--- config.mk ---
export PLATFORM = sky130hd
export DESIGN_NAME = load_store_unit
export DESIGN_NICKNAME = d
export VERILOG_FILES = /design/src/rtl/load_store_unit.sv
export SDC_FILE = /design/constraint.sdc
export NUM_CORES = 1
export LEC_CHECK = 0
export ABC_AREA = 1
export CAP_MARGIN = 20
export CORE_UTILIZATION = 41
export DETAILED_ROUTE_END_ITERATION = 12
export PLACE_DENSITY_LB_ADDON = 0.25
export SYNTH_ARGS = -nofsm -noshare
export SYNTH_HDL_FRONTEND = slang
export SYNTH_SLANG_ARGS = --single-unit
--- constraint.sdc ---
create_clock -name clk -period 1.9 [get_ports clk]
set_clock_uncertainty 0.05 [all_clocks]
set_input_delay 0.38 -clock clk [delete_from_list [all_inputs] [get_ports clk]]
set_output_delay 0.38 -clock clk [all_outputs]
set_load 0.005 [all_outputs]
--- src/rtl/load_store_unit.sv ---
// -----------------------------------------------------------------------------
// load_store_unit
//   Core-side initiator for a byte-addressable data memory. It accepts one
//   load/store request at a time from execute, rejects illegal or misaligned
//   accesses without touching memory, and issues a single-cycle read or write
//   strobe. It then waits out the memory latency, extends load data according
//   to the RISC-V funct3 width, and holds a single response until it is taken.
//
// Parameters
//   READ_LATENCY : cycles from mem_r_en high to valid mem_r_data (1..4)
//
// Ports
//   clk, rst_n             : clock, asynchronous active-low reset
//   req_valid/req_ready    : request handshake (ready only while idle)
//   req_we, req_funct3     : store flag, RISC-V width code
//   req_addr, req_wdata    : byte address, right-aligned store data
//   resp_valid/resp_ready  : response handshake
//   resp_rdata, resp_err   : extended load data, error code
//                            (00 ok, 01 misaligned, 10 memory fault, 11 illegal)
//   mem_r_*                : read strobe, address, mode, returned data
//   mem_w_*                : write strobe, address, data, mode
//   mem_state              : memory status, nonzero = fault
// -----------------------------------------------------------------------------
module load_store_unit #(
  parameter int READ_LATENCY = 1
) (
  input  logic        clk,
  input  logic        rst_n,
  input  logic        req_valid,
  output logic        req_ready,
  input  logic        req_we,
  input  logic [2:0]  req_funct3,
  input  logic [31:0] req_addr,
  input  logic [31:0] req_wdata,
  output logic        resp_valid,
  input  logic        resp_ready,
  output logic [31:0] resp_rdata,
  output logic [1:0]  resp_err,
  output logic        mem_r_en,
  output logic [31:0] mem_r_addr,
  output logic [1:0]  mem_r_mode,
  input  logic [31:0] mem_r_data,
  output logic        mem_w_en,
  output logic [31:0] mem_w_addr,
  output logic [31:0] mem_w_data,
  output logic [3:0]  mem_w_mode,
  input  logic [1:0]  mem_state
);

  typedef enum logic [1:0] {
    IDLE  = 2'd0,
    ISSUE = 2'd1,
    WAIT  = 2'd2,
    RESP  = 2'd3
  } state_e;

  localparam logic [1:0] ERR_OK    = 2'b00;
  localparam logic [1:0] ERR_ALIGN = 2'b01;
  localparam logic [1:0] ERR_FAULT = 2'b10;
  localparam logic [1:0] ERR_ILL   = 2'b11;

  state_e      state_q, state_d;
  logic        we_q, we_d;
  logic [2:0]  funct3_q, funct3_d;
  logic [31:0] addr_q, addr_d;
  logic [31:0] wdata_q, wdata_d;
  logic [2:0]  cnt_q, cnt_d;
  logic [31:0] rdata_q, rdata_d;
  logic [1:0]  err_q, err_d;

  logic illegal, misaligned;

  // Width code in funct3[1:0]: 00 byte, 01 half, 10 word. funct3[2] marks
  // the unsigned load variants, which have no store counterpart.
  always_comb begin
    illegal    = !(req_funct3 inside {3'b000, 3'b001, 3'b010, 3'b100, 3'b101})
                 || (req_we && req_funct3[2]);
    misaligned = ((req_funct3[1:0] == 2'b01) && req_addr[0])
                 || ((req_funct3[1:0] == 2'b10) && (req_addr[1:0] != 2'b00));
  end

  function automatic logic [31:0] extend(input logic [2:0] f3, input logic [31:0] d);
    case (f3)
      3'b000:  extend = {{24{d[7]}}, d[7:0]};
      3'b001:  extend = {{16{d[15]}}, d[15:0]};
      3'b100:  extend = {24'h0, d[7:0]};
      3'b101:  extend = {16'h0, d[15:0]};
      default: extend = d;
    endcase
  endfunction

  // NOTE: every variable gets its hold value first so no path through the
  // case leaves one unassigned, which would otherwise infer a latch.
  always_comb begin
    state_d  = state_q;
    we_d     = we_q;
    funct3_d = funct3_q;
    addr_d   = addr_q;
    wdata_d  = wdata_q;
    cnt_d    = cnt_q;
    rdata_d  = rdata_q;
    err_d    = err_q;

    case (state_q)
      IDLE: begin
        if (req_valid) begin
          we_d     = req_we;
          funct3_d = req_funct3;
          addr_d   = req_addr;
          wdata_d  = req_wdata;
          // Illegal encodings win over misalignment.
          if (illegal) begin
            err_d   = ERR_ILL;
            state_d = RESP;
          end else if (misaligned) begin
            err_d   = ERR_ALIGN;
            state_d = RESP;
          end else begin
            state_d = ISSUE;
          end
        end
      end
      ISSUE: begin
        // Stores only need one cycle to sample mem_state.
        cnt_d   = we_q ? 3'd1 : 3'(READ_LATENCY);
        state_d = WAIT;
      end
      WAIT: begin
        cnt_d = cnt_q - 3'd1;
        if (cnt_q == 3'd1) begin
          if (mem_state != 2'b00) begin
            err_d   = ERR_FAULT;
            rdata_d = 32'h0;
          end else if (!we_q) begin
            rdata_d = extend(funct3_q, mem_r_data);
          end
          state_d = RESP;
        end
      end
      RESP: begin
        if (resp_ready) begin
          rdata_d = 32'h0;
          err_d   = ERR_OK;
          state_d = IDLE;
        end
      end
      default: state_d = IDLE;
    endcase
  end

  // NOTE: state is updated with non-blocking assignments so every register
  // samples the values from before this edge, independent of statement order.
  always_ff @(posedge clk or negedge rst_n) begin
    if (!rst_n) begin
      state_q  <= IDLE;
      we_q     <= 1'b0;
      funct3_q <= 3'b000;
      addr_q   <= 32'h0;
      wdata_q  <= 32'h0;
      cnt_q    <= 3'd0;
      rdata_q  <= 32'h0;
      err_q    <= ERR_OK;
    end else begin
      state_q  <= state_d;
      we_q     <= we_d;
      funct3_q <= funct3_d;
      addr_q   <= addr_d;
      wdata_q  <= wdata_d;
      cnt_q    <= cnt_d;
      rdata_q  <= rdata_d;
      err_q    <= err_d;
    end
  end

  // Outputs are decoded from the state register so an asynchronous reset
  // drops strobes and response immediately.
  logic mem_active;
  assign mem_active = (state_q == ISSUE) || (state_q == WAIT);

  assign req_ready  = (state_q == IDLE);
  assign resp_valid = (state_q == RESP);
  assign resp_rdata = rdata_q;
  assign resp_err   = err_q;

  assign mem_r_en   = (state_q == ISSUE) && !we_q;
  assign mem_r_addr = (mem_active && !we_q) ? addr_q : 32'h0;
  assign mem_r_mode = (mem_active && !we_q) ? funct3_q[1:0] : 2'b00;

  assign mem_w_en   = (state_q == ISSUE) && we_q;
  assign mem_w_addr = (mem_active && we_q) ? addr_q : 32'h0;
  assign mem_w_data = (mem_active && we_q) ? wdata_q : 32'h0;
  assign mem_w_mode = (mem_active && we_q) ? {2'b00, funct3_q[1:0]} : 4'b0000;

endmodule

== After elaboration in Yosys (flattened, before gate mapping) ==
Index checks and enable logic that the tools add are counted.
Storage, ports and cells
  input bits: 106
  logic and storage cells: 77
  register bits: 107
  output and inout bits: 140
Operators by class
  $add $sub $neg: 1
  reduce and logical (&&, ||, !) cells: 25
  muxes and demuxes: 24
  equal/unequal tests: 19
Operator list (count)
  32-bit two-way mux: 7
  32-bit one-hot mux with 4 select lines: 1
  32-bit one-hot mux with 2 select lines: 1
  2-bit two-way mux: 12
  3-bit == test (second input constant): 4
  3-bit by 1-bit == test with 1-bit output (second input constant): 3
  2-bit one-hot mux with 4 select lines: 1
  2-bit nonzero test: 4
  1-bit logical AND: 7
  2-bit == test (second input constant): 3
  3-bit logical NOT: 2
  2-bit != test (second input constant): 3
  2-bit one-hot mux with 3 select lines: 1
  3-bit one-hot mux with 2 select lines: 1
  6-bit AND reduction: 1
  5-bit nonzero test: 1
  2-bit by 1-bit == test with 1-bit output (second input constant): 2
  4-bit AND reduction: 1
  3-bit by 2-bit == test with 1-bit output (second input constant): 1
  1-bit logical OR: 3
  3-bit by 1-bit != test with 1-bit output (second input constant): 1
  3-bit != test (second input constant): 1
  3-bit AND reduction: 1
  3-bit nonzero test: 1
  other kinds (5): 6

== Longest topological paths before layout ==
Gate-level depths: netlist of run 1.
  depth after elaboration: 7
  mapped depth: 10
  gate-level depth less buffers: 9

== Least setup slack after synthesis of run 1 ==
OpenSTA, ideal clock, no wires.
  kind: flip-flop to output port
  start: register state_q[0]
  end: output mem_r_addr[10]
  arrival: 1426 ps
  path slack: 44 ps
  path buffers: 2
  required time: 1470 ps
  cell stages (with the launch flop): 8
  cell sequence: dfrtp_1 inv_1 ha_1 inv_1 or2_1 buf_2 buf_6 nor2_1
On the way
  word-level cells in the longest chain between the ends: 4
  elaborated cells between the ends (all ways): 5
  those cells by class: eq/ne (2); mux (1); reduce/logical (2)
RTL lines
  from (decl): line 62  | state_e state_q, state_d;
  from (signal assigned): line 164  | state_q <= state_d;
  2-bit by 1-bit == test with 1-bit output / 2-bit == test (equally long branches): line 178  | assign mem_active = (state_q == ISSUE) || (state_q == WAIT);
  1-bit logical OR (*): line 178
  net mem_active: line 177  | logic mem_active;
  1-bit logical AND (*): line 186  | assign mem_r_addr = (mem_active && !we_q) ? addr_q : 32'h0;
  32-bit two-way mux (*): line 186
  to (decl): line 40  | output logic [31:0] mem_r_addr,
The timed path passes the listed nets; every way through them passes the cells marked *.

== Worst setup path after layout of run 1 ==
  start: register state_q[0]
  end: output mem_r_addr[14]
Same word-level chain as after synthesis.

==> results.md, run 1 <==
- R2R Path End: wdata_q[31]
- CTS tree: done
- MaxCap Viol Count: 0
- Max Fanout on Critical Path: 8
- Core area: 0.0122 sq mm
- Drt drc: 0
- CP Capture Type: primary output
- Root Driver: clkbuf_16
- WP data required: 1.47 ns
- Power density cells: 1830 mW/mm^2
- Slowest CP cell: dfrtp_1
- Fillcell total: 965
- Minimum clock period: 2.26 ns
- Worst setup path endpoint: mem_r_addr[14]
- Worst path buffer plus inverter count: 4
- Hold Vio Cnt, Final: 0
- Status: finished with violations
- Leak pwr: 4.54 nW
- Arr. time, crit path: 1.83 ns
- Crit share post-route: 1.19
- Crit path cell chain: inv_2 -> ha_4 -> inv_2 -> or2_4 -> clkbuf_16 -> nor2_4 -> buf_2
- EDFF count, synth: 0
- Cell count after synthesis: 680
- Port-buffer cells: 243
- CP max stage delay: 0.37 ns
- Worst path most repeated cell: inv_2
- Register area: 0.00268 sq mm
- Die Ht: 114 um
- Initial antenna violation count: 0
- Worst R2R Setup Slack: 0.16 ns
- Worst-Skew Late Latency: 0.35 ns
- Fin. max-slew vios: 0
- Synth top cells by count: 204 x nor2_1, 109 x nand2_1, 107 x dfrtp_1, 84 x inv_1, 72 x a21oi_1
- Via count: 5275
- Nets: 1055
- Starting Density: 0.425
- Sequential fraction of the synthesis area: 0.519
- Min-Delay Path Class: reg2reg
- Main synth FF type: dfrtp_1
- Kind of cell adding the most delay to the critical path: buffers and inverters
- Worst hold slack: 0.421 ns
- Leading area contributor after synthesis: dfrtp_1
- Core Rows: 40
- WS Path Type: reg2out
- Antenna cells: 0
- Pre-Repair DR Iteration Count: 4
- Yosys cell types: 24
- Final HPWL DP: 10700 um
- Clock tree buffer depth: 2
- Max VDD drop: 0.871 mV
- Largest net degree at the start of global routing: 57
- Layout cells sized above 1: 0.286
- Setup WS post-layout: -0.357 ns
- Vias per cell: 4.73
- Dominant cells by area after synthesis: dfrtp_1 52%, nor2_1 15%, nand2_1 7.9%, a21oi_1 7.0%, inv_1 6.1%
- Final setup violation count: 100
- Iter 0 DRT Violations: 338
- GRT Overall Usage: 0.249
- Worst setup path start: state_q[0]
- First-pass GRT wire length: 25000 um
- Setup TNS: -26.21 ns
- Global route overflow: 0
- Worst slack, placed: -0.372 ns
- Async SR Flop Fraction: 1.00
- Failing checks: negative setup slack
- CTS Buf Count: 9
- CP Launch Type: flop
- Final Power: 16.2 mW
- Clock-pin slew on the worst setup and hold paths: 0.07 ns
- Die area: 0.0130 sq mm
- R2R cell count: 8
- Routed WL: 16700 um
- Vias in the first global route: 5011
- GPL Wtd Cong: 0.756
- FF+latch count, synth: 107
- Syn. warnings: 0
- Footprint of the multi-input gates: 0.00258 sq mm
- Syn Area/Cell: 7.59 sq um
- Count of cell instances traversed by the critical path: 7
- Reg-to-Reg Start: state_q[0]
- Most common cell in the synthesized netlist: nor2_1
- Yosys top cell area share: 0.519
- Final Cell Area: 0.00884 sq mm
- Unrepaired setup endpoints after global routing: yes
- Routed wire per std cell: 15.0 um
- Syn-to-layout area delta: 71.1%
- Sink Count: 107
- Die width: 114 um
- Fmax: 443 MHz
- H-Tree Depth: 3
- Placed Area: 0.00787 sq mm
- Post-DRT Antenna Nets: 0
- Synthesized cell area: 0.00516 sq mm
- # IOs: 246
## state kept, by name, indices dropped and copies added (netlist names)
signal      cells
addr_q         32
resp_rdata     32
wdata_q        32
cnt_q           3
funct3_q        3
resp_err        2
state_q         2
we_q            1
## cells in the final DEF, fill, tap and decap left out, types with 3 or more instances in the layout
| master | n |
|---|---|
| clkdlybuf4s50_1 | 138 |
| nor2_2 | 11 |
| ha_1 | 3 |
| inv_2 | 6 |
| a21oi_1 | 72 |
| inv_1 | 80 |
| clkbuf_16 | 12 |
| nand2_1 | 108 |
| nor2_1 | 116 |
| buf_16 | 6 |
| nand3_1 | 32 |
| dfrtp_1 | 107 |
| buf_6 | 10 |
| nor2_4 | 79 |
| buf_2 | 94 |
| o21ai_0 | 14 |
| buf_12 | 14 |
| buf_4 | 22 |
| bufinv_16 | 3 |
## layer usage
| layer | GRT usage | part of all wire |
|---|---|---|
| met5 | 0 | 0 |
| met1 | 0.304 | 0.41 |
| met2 | 0.423 | 0.50 |
| met3 | 0.0603 | 0.065 |
| met4 | 0.100 | 0.027 |
## cell type report
cell class,count,area share
clock inverters,7,0.0132
clock buffers,9,0.0255
repair buffers,291,0.305
inverters,87,0.0372
well taps,168,0.0238
multi-input cells,447,0.292
flip-flops and latches,107,0.303
## what timing repair did
action | 4_1_cts | 5_1_grt
resized for setup | 462 | 152
pin swaps | 2 | 6
hold endpoints to repair | 27 | 0
hold buffers | 1 | 0
gates cloned | 7 | 3
buffers inserted | 11 | 4
setup endpoints to repair | 104 | 135
## cells by family (layout without fill, tap and decap cells)
kind of cell	count (synthesis)	count (layout)	synth area share
flops	107	107	0.519
xor+xnor	1	1	0.00170
simple gates	350	350	0.266
compound gates	88	88	0.0877
fa+ha+maj	6	6	0.0145
buf+inv	127	394	0.110
other cells	1	2	0.000726
## worst min-delay path by stage
stage / startpoint / to / slack [ns] / cells past startpoint
3_5_place_dp: rst_n / resp_rdata[27] / 0.29 / 1
5_1_grt: resp_err[0] / resp_err[0] / 0.43 / 2
4_1_cts: resp_rdata[13] / resp_rdata[13] / 0.43 / 2
6_report: resp_err[0] / resp_err[0] / 0.42 / 2
2_1_floorplan: rst_n / addr_q[0] / 0.03 / 0
3_3_place_gp: rst_n / resp_rdata[27] / 0.29 / 1
## worst register-to-register path, delay by kind of cell, from the launching register on
| family | cells | cell delay [ns] |
|---|---|---|
| buf+inv | 4 | 0.61 |
| flops | 1 | 0.37 |
| fa+ha+maj | 1 | 0.16 |
| compound gates | 1 | 0.16 |
| simple gates | 2 | 0.31 |
## report_power, final
group          switching [mW]  total [mW]  internal [mW]  leakage (nW)
clock network           0.847        2.13           1.29         0.165
logic                    5.57        10.4           4.79          3.11
registers               0.390        3.72           3.33          1.26
total                    6.80        16.2           9.41          4.54
## metrics by stage
stage / util / instances
3_5_place_dp: 0.647 / 1078
6_report: 0.727 / 1116
5_1_grt: 0.727 / 1116
3_3_place_gp: 0.647 / 1078
4_1_cts: 0.689 / 1113
2_1_floorplan: - / 681
Power figures use the tool's default switching activity.
==> run 2: changes to the inputs <==
CTS_BUF_LIST = sky130_fd_sc_hd__clkbuf_16   (was not set)
==> results of run 2 <==
Final layout, timing and power as in run 1 (identical DEF).
==> run 3: changes to the inputs <==
CELL_PAD_IN_SITES_DETAIL_PLACEMENT = 0   (was not set)
CELL_PAD_IN_SITES_GLOBAL_PLACEMENT = 1   (was not set)
CORE_ASPECT_RATIO = 0.75   (was not set)
CORE_MARGIN = 2   (was not set)
CORE_UTILIZATION = 28   (was 41)
==> results.md, run 3 (same netlist as run 1, synthesis figures left out) <==
- Die width: 161 um (was 114 um)
- # IOs: 246 (unchanged)
- Final Power: 14.3 mW (was 16.2 mW)
- Register area: 0.00268 sq mm (unchanged)
- Crit share post-route: 1.19 (about the same)
- Reg power frac: 0.262 (was 0.229)
- Internal power: 8.53 mW (was 9.41 mW)
- Antenna cells: 0 (unchanged)
- CP Capture Type: primary output (unchanged)
- Fin. max-slew vios: 0 (unchanged)
- Worst slack, placed: -0.339 ns (was -0.372 ns)
- Arr. time, crit path: 1.84 ns (was 1.83 ns)
- Core area: 0.0179 sq mm (was 0.0122 sq mm)
- Global route overflow: 0 (unchanged)
- Starting Density: 0.289 (was 0.425)
- Drt drc: 0 (unchanged)
- Largest net degree at the start of global routing: 46 (was 57)
- Vias in the first global route: 4697 (was 5011)
- Worst setup path start: state_q[1] (was state_q[0])
- Status: finished with violations (unchanged)
- Minimum clock period: 2.27 ns (was 2.26 ns)
- Initial antenna violation count: 0 (unchanged)
- Switch share: 0.403 (was 0.420)
- Min-Delay Path Class: reg2reg (unchanged)
- Failing checks: negative setup slack (unchanged)
- Root Driver: clkbuf_16 (unchanged)
- Worst hold slack: 0.421 ns (about the same)
- MaxCap Viol Count: 0 (unchanged)
- Slowest CP cell: dfrtp_1 (unchanged)
- CTS Buf Count: 9 (unchanged)
- Power density cells: 1680 mW/mm^2 (was 1830 mW/mm^2)
- Max Fanout on Critical Path: 8 (unchanged)
- Setup WS post-layout: -0.366 ns (was -0.357 ns)
- Reg-to-Reg Start: state_q[0] (unchanged)
- CTS tree: done (unchanged)
- Commonest non-fill, non-tap cells in the layout: 175 x nor2_1, 138 x clkdlybuf4s50_1, 108 x nand2_1 (was 138 x clkdlybuf4s50_1, 116 x nor2_1, 108 x nand2_1)
- Routed WL: 16600 um (was 16700 um)
- Core Rows: 42 (was 40)
- Fillcell total: 1849 (was 965)
- Syn-to-layout area delta: 64.5% (was 71.1%)
- Worst-Skew Late Latency: 0.35 ns (about the same)
- Pre-Repair DR Iteration Count: 5 (was 4)
- Vias per cell: 4.22 (was 4.73)
- Layout cells sized above 1: 0.171 (was 0.286)
- Unrepaired setup endpoints after global routing: yes (unchanged)
- Worst path most repeated cell: inv_2 (unchanged)
- Final setup violation count: 100 (unchanged)
- Crit path cell chain: inv_2 -> ha_4 -> inv_2 -> or2_4 -> buf_6 -> buf_12 -> nor2_1 -> buf_2 (was inv_2 -> ha_4 -> inv_2 -> or2_4 -> clkbuf_16 -> nor2_4 -> buf_2)
- GPL Wtd Cong: 0.785 (was 0.756)
- Placed insts: 1161 (was 1078)
- P_sw: 5.75 mW (was 6.81 mW)
- Commonest non-fill, non-tap cell in the layout: nor2_1 (was clkdlybuf4s50_1)
- Iter 0 DRT Violations: 313 (was 338)
- Final HPWL DP: 12100 um (was 10700 um)
- Port-buffer cells: 243 (unchanged)
- Clock tree buffer depth: 2 (unchanged)
- First-pass GRT wire length: 25800 um (was 25000 um)
- Hold Vio Cnt, Final: 0 (unchanged)
- Post-DRT Antenna Nets: 0 (unchanged)
- Hold wc startpoint: resp_rdata[13] (was resp_err[0])
- Die Ht: 122 um (was 114 um)
- Routed wire per std cell: 14.0 um (was 15.0 um)
- Via count: 5000 (was 5275)
- Clock-pin slew on the worst setup and hold paths: 0.07 ns (about the same)
- Sink Count: 107 (unchanged)
- Non-Filler Instances: 1184 (was 1116)
- Gate power share: 0.613 (was 0.639)
- Fmax: 441 MHz (was 443 MHz)
- Nets: 1049 (was 1055)
- Die area: 0.0196 sq mm (was 0.0130 sq mm)
- Power share of the clock group: 0.125 (was 0.132)
- H-Tree Depth: 3 (unchanged)
- GRT Overall Usage: 0.171 (was 0.249)
- Max VDD drop: 0.639 mV (was 0.871 mV)
- WS Path Type: reg2out (unchanged)
- CP Launch Type: flop (unchanged)
- Leak pwr: 4.50 nW (was 4.54 nW)
- Footprint of the multi-input gates: 0.00210 sq mm (was 0.00258 sq mm)
- Setup TNS: -26.94 ns (was -26.21 ns)
- CP max stage delay: 0.36 ns (was 0.37 ns)
- WP data required: 1.47 ns (about the same)
==> run 3: changes by cell type in the layout (fill, tap and decap cells not counted), sizes merged, moves of 3 or more <==
cell and change:
bufinv -3, buf -72, dlygate4sd2 +44, clkdlybuf4s15 +22
==> run 3: per-layer routing <==
metal / up-vias / share of wire / GRT usage / wire length [um]
li1: 2568 / - / - / -
met1: 2247 / 0.48 / 0.243 / 7970
met2: 174 / 0.42 / 0.244 / 6970
met3: 11 / 0.094 / 0.0654 / 1570
met4: 0 / 0.0073 / 0.0402 / 122
met5: - / 0 / 0 / 0
==> run 3: worst paths after layout <==
kind | endpoint | slack, ns | depth (start not counted)
min in group asynchronous | addr_q[1] | 0.46 | 2
hold / removal | resp_rdata[13] | 0.42 | 2
setup reg to reg | resp_rdata[8] | 0.17 | 11
setup / recovery | mem_r_addr[6] | -0.37 | 8
max in group asynchronous | wdata_q[12] | 0.80 | 3
hold reg to reg | resp_rdata[13] | 0.42 | 2
==> run 3: power by group through the flow <==
stage	clock, mW	combinational [mW]	sequential, mW
final	1.78	8.75	3.74
after global routing	1.96	9.65	3.86
after CTS	1.86	8.67	3.75
after detailed placement	0	8.61	3.78
after global placement	0	8.59	3.75
after floorplan	0	3.79	3.74
==> run 3: final cells by class <==
type / instances / area share
timing repair buffer: 285 / 0.331
clock inverter: 7 / 0.00619
sequential: 107 / 0.315
clock buffer: 9 / 0.0265
tap: 242 / 0.0356
inverter: 87 / 0.0384
multi-input combinational: 447 / 0.247
==> run 3: repair_timing <==
action,in CTS,in global routing
resized for setup,274,42
hold buffers,1,0
setup endpoints to repair,104,115
setup buffers,1,2
hold endpoints to repair,24,0
pin swaps,3,3
cloned,5,0
==> run 3: critical path, delay by kind of cell (launching register included) <==
family / cells / cell delay, ns
adder cells (fa/ha/maj): 1 / 0.29
flip-flops: 1 / 0.36
buffers and inverters: 5 / 0.49
AND/OR/NAND/NOR: 2 / 0.34
==> run 3: metrics by stage <==
step	utilization	cell area (sq um)
3_5_place_dp	0.453	8090
6_report	0.475	8500
2_1_floorplan	-	5170
4_1_cts	0.471	8410
5_1_grt	0.475	8500
3_3_place_gp	0.453	8090
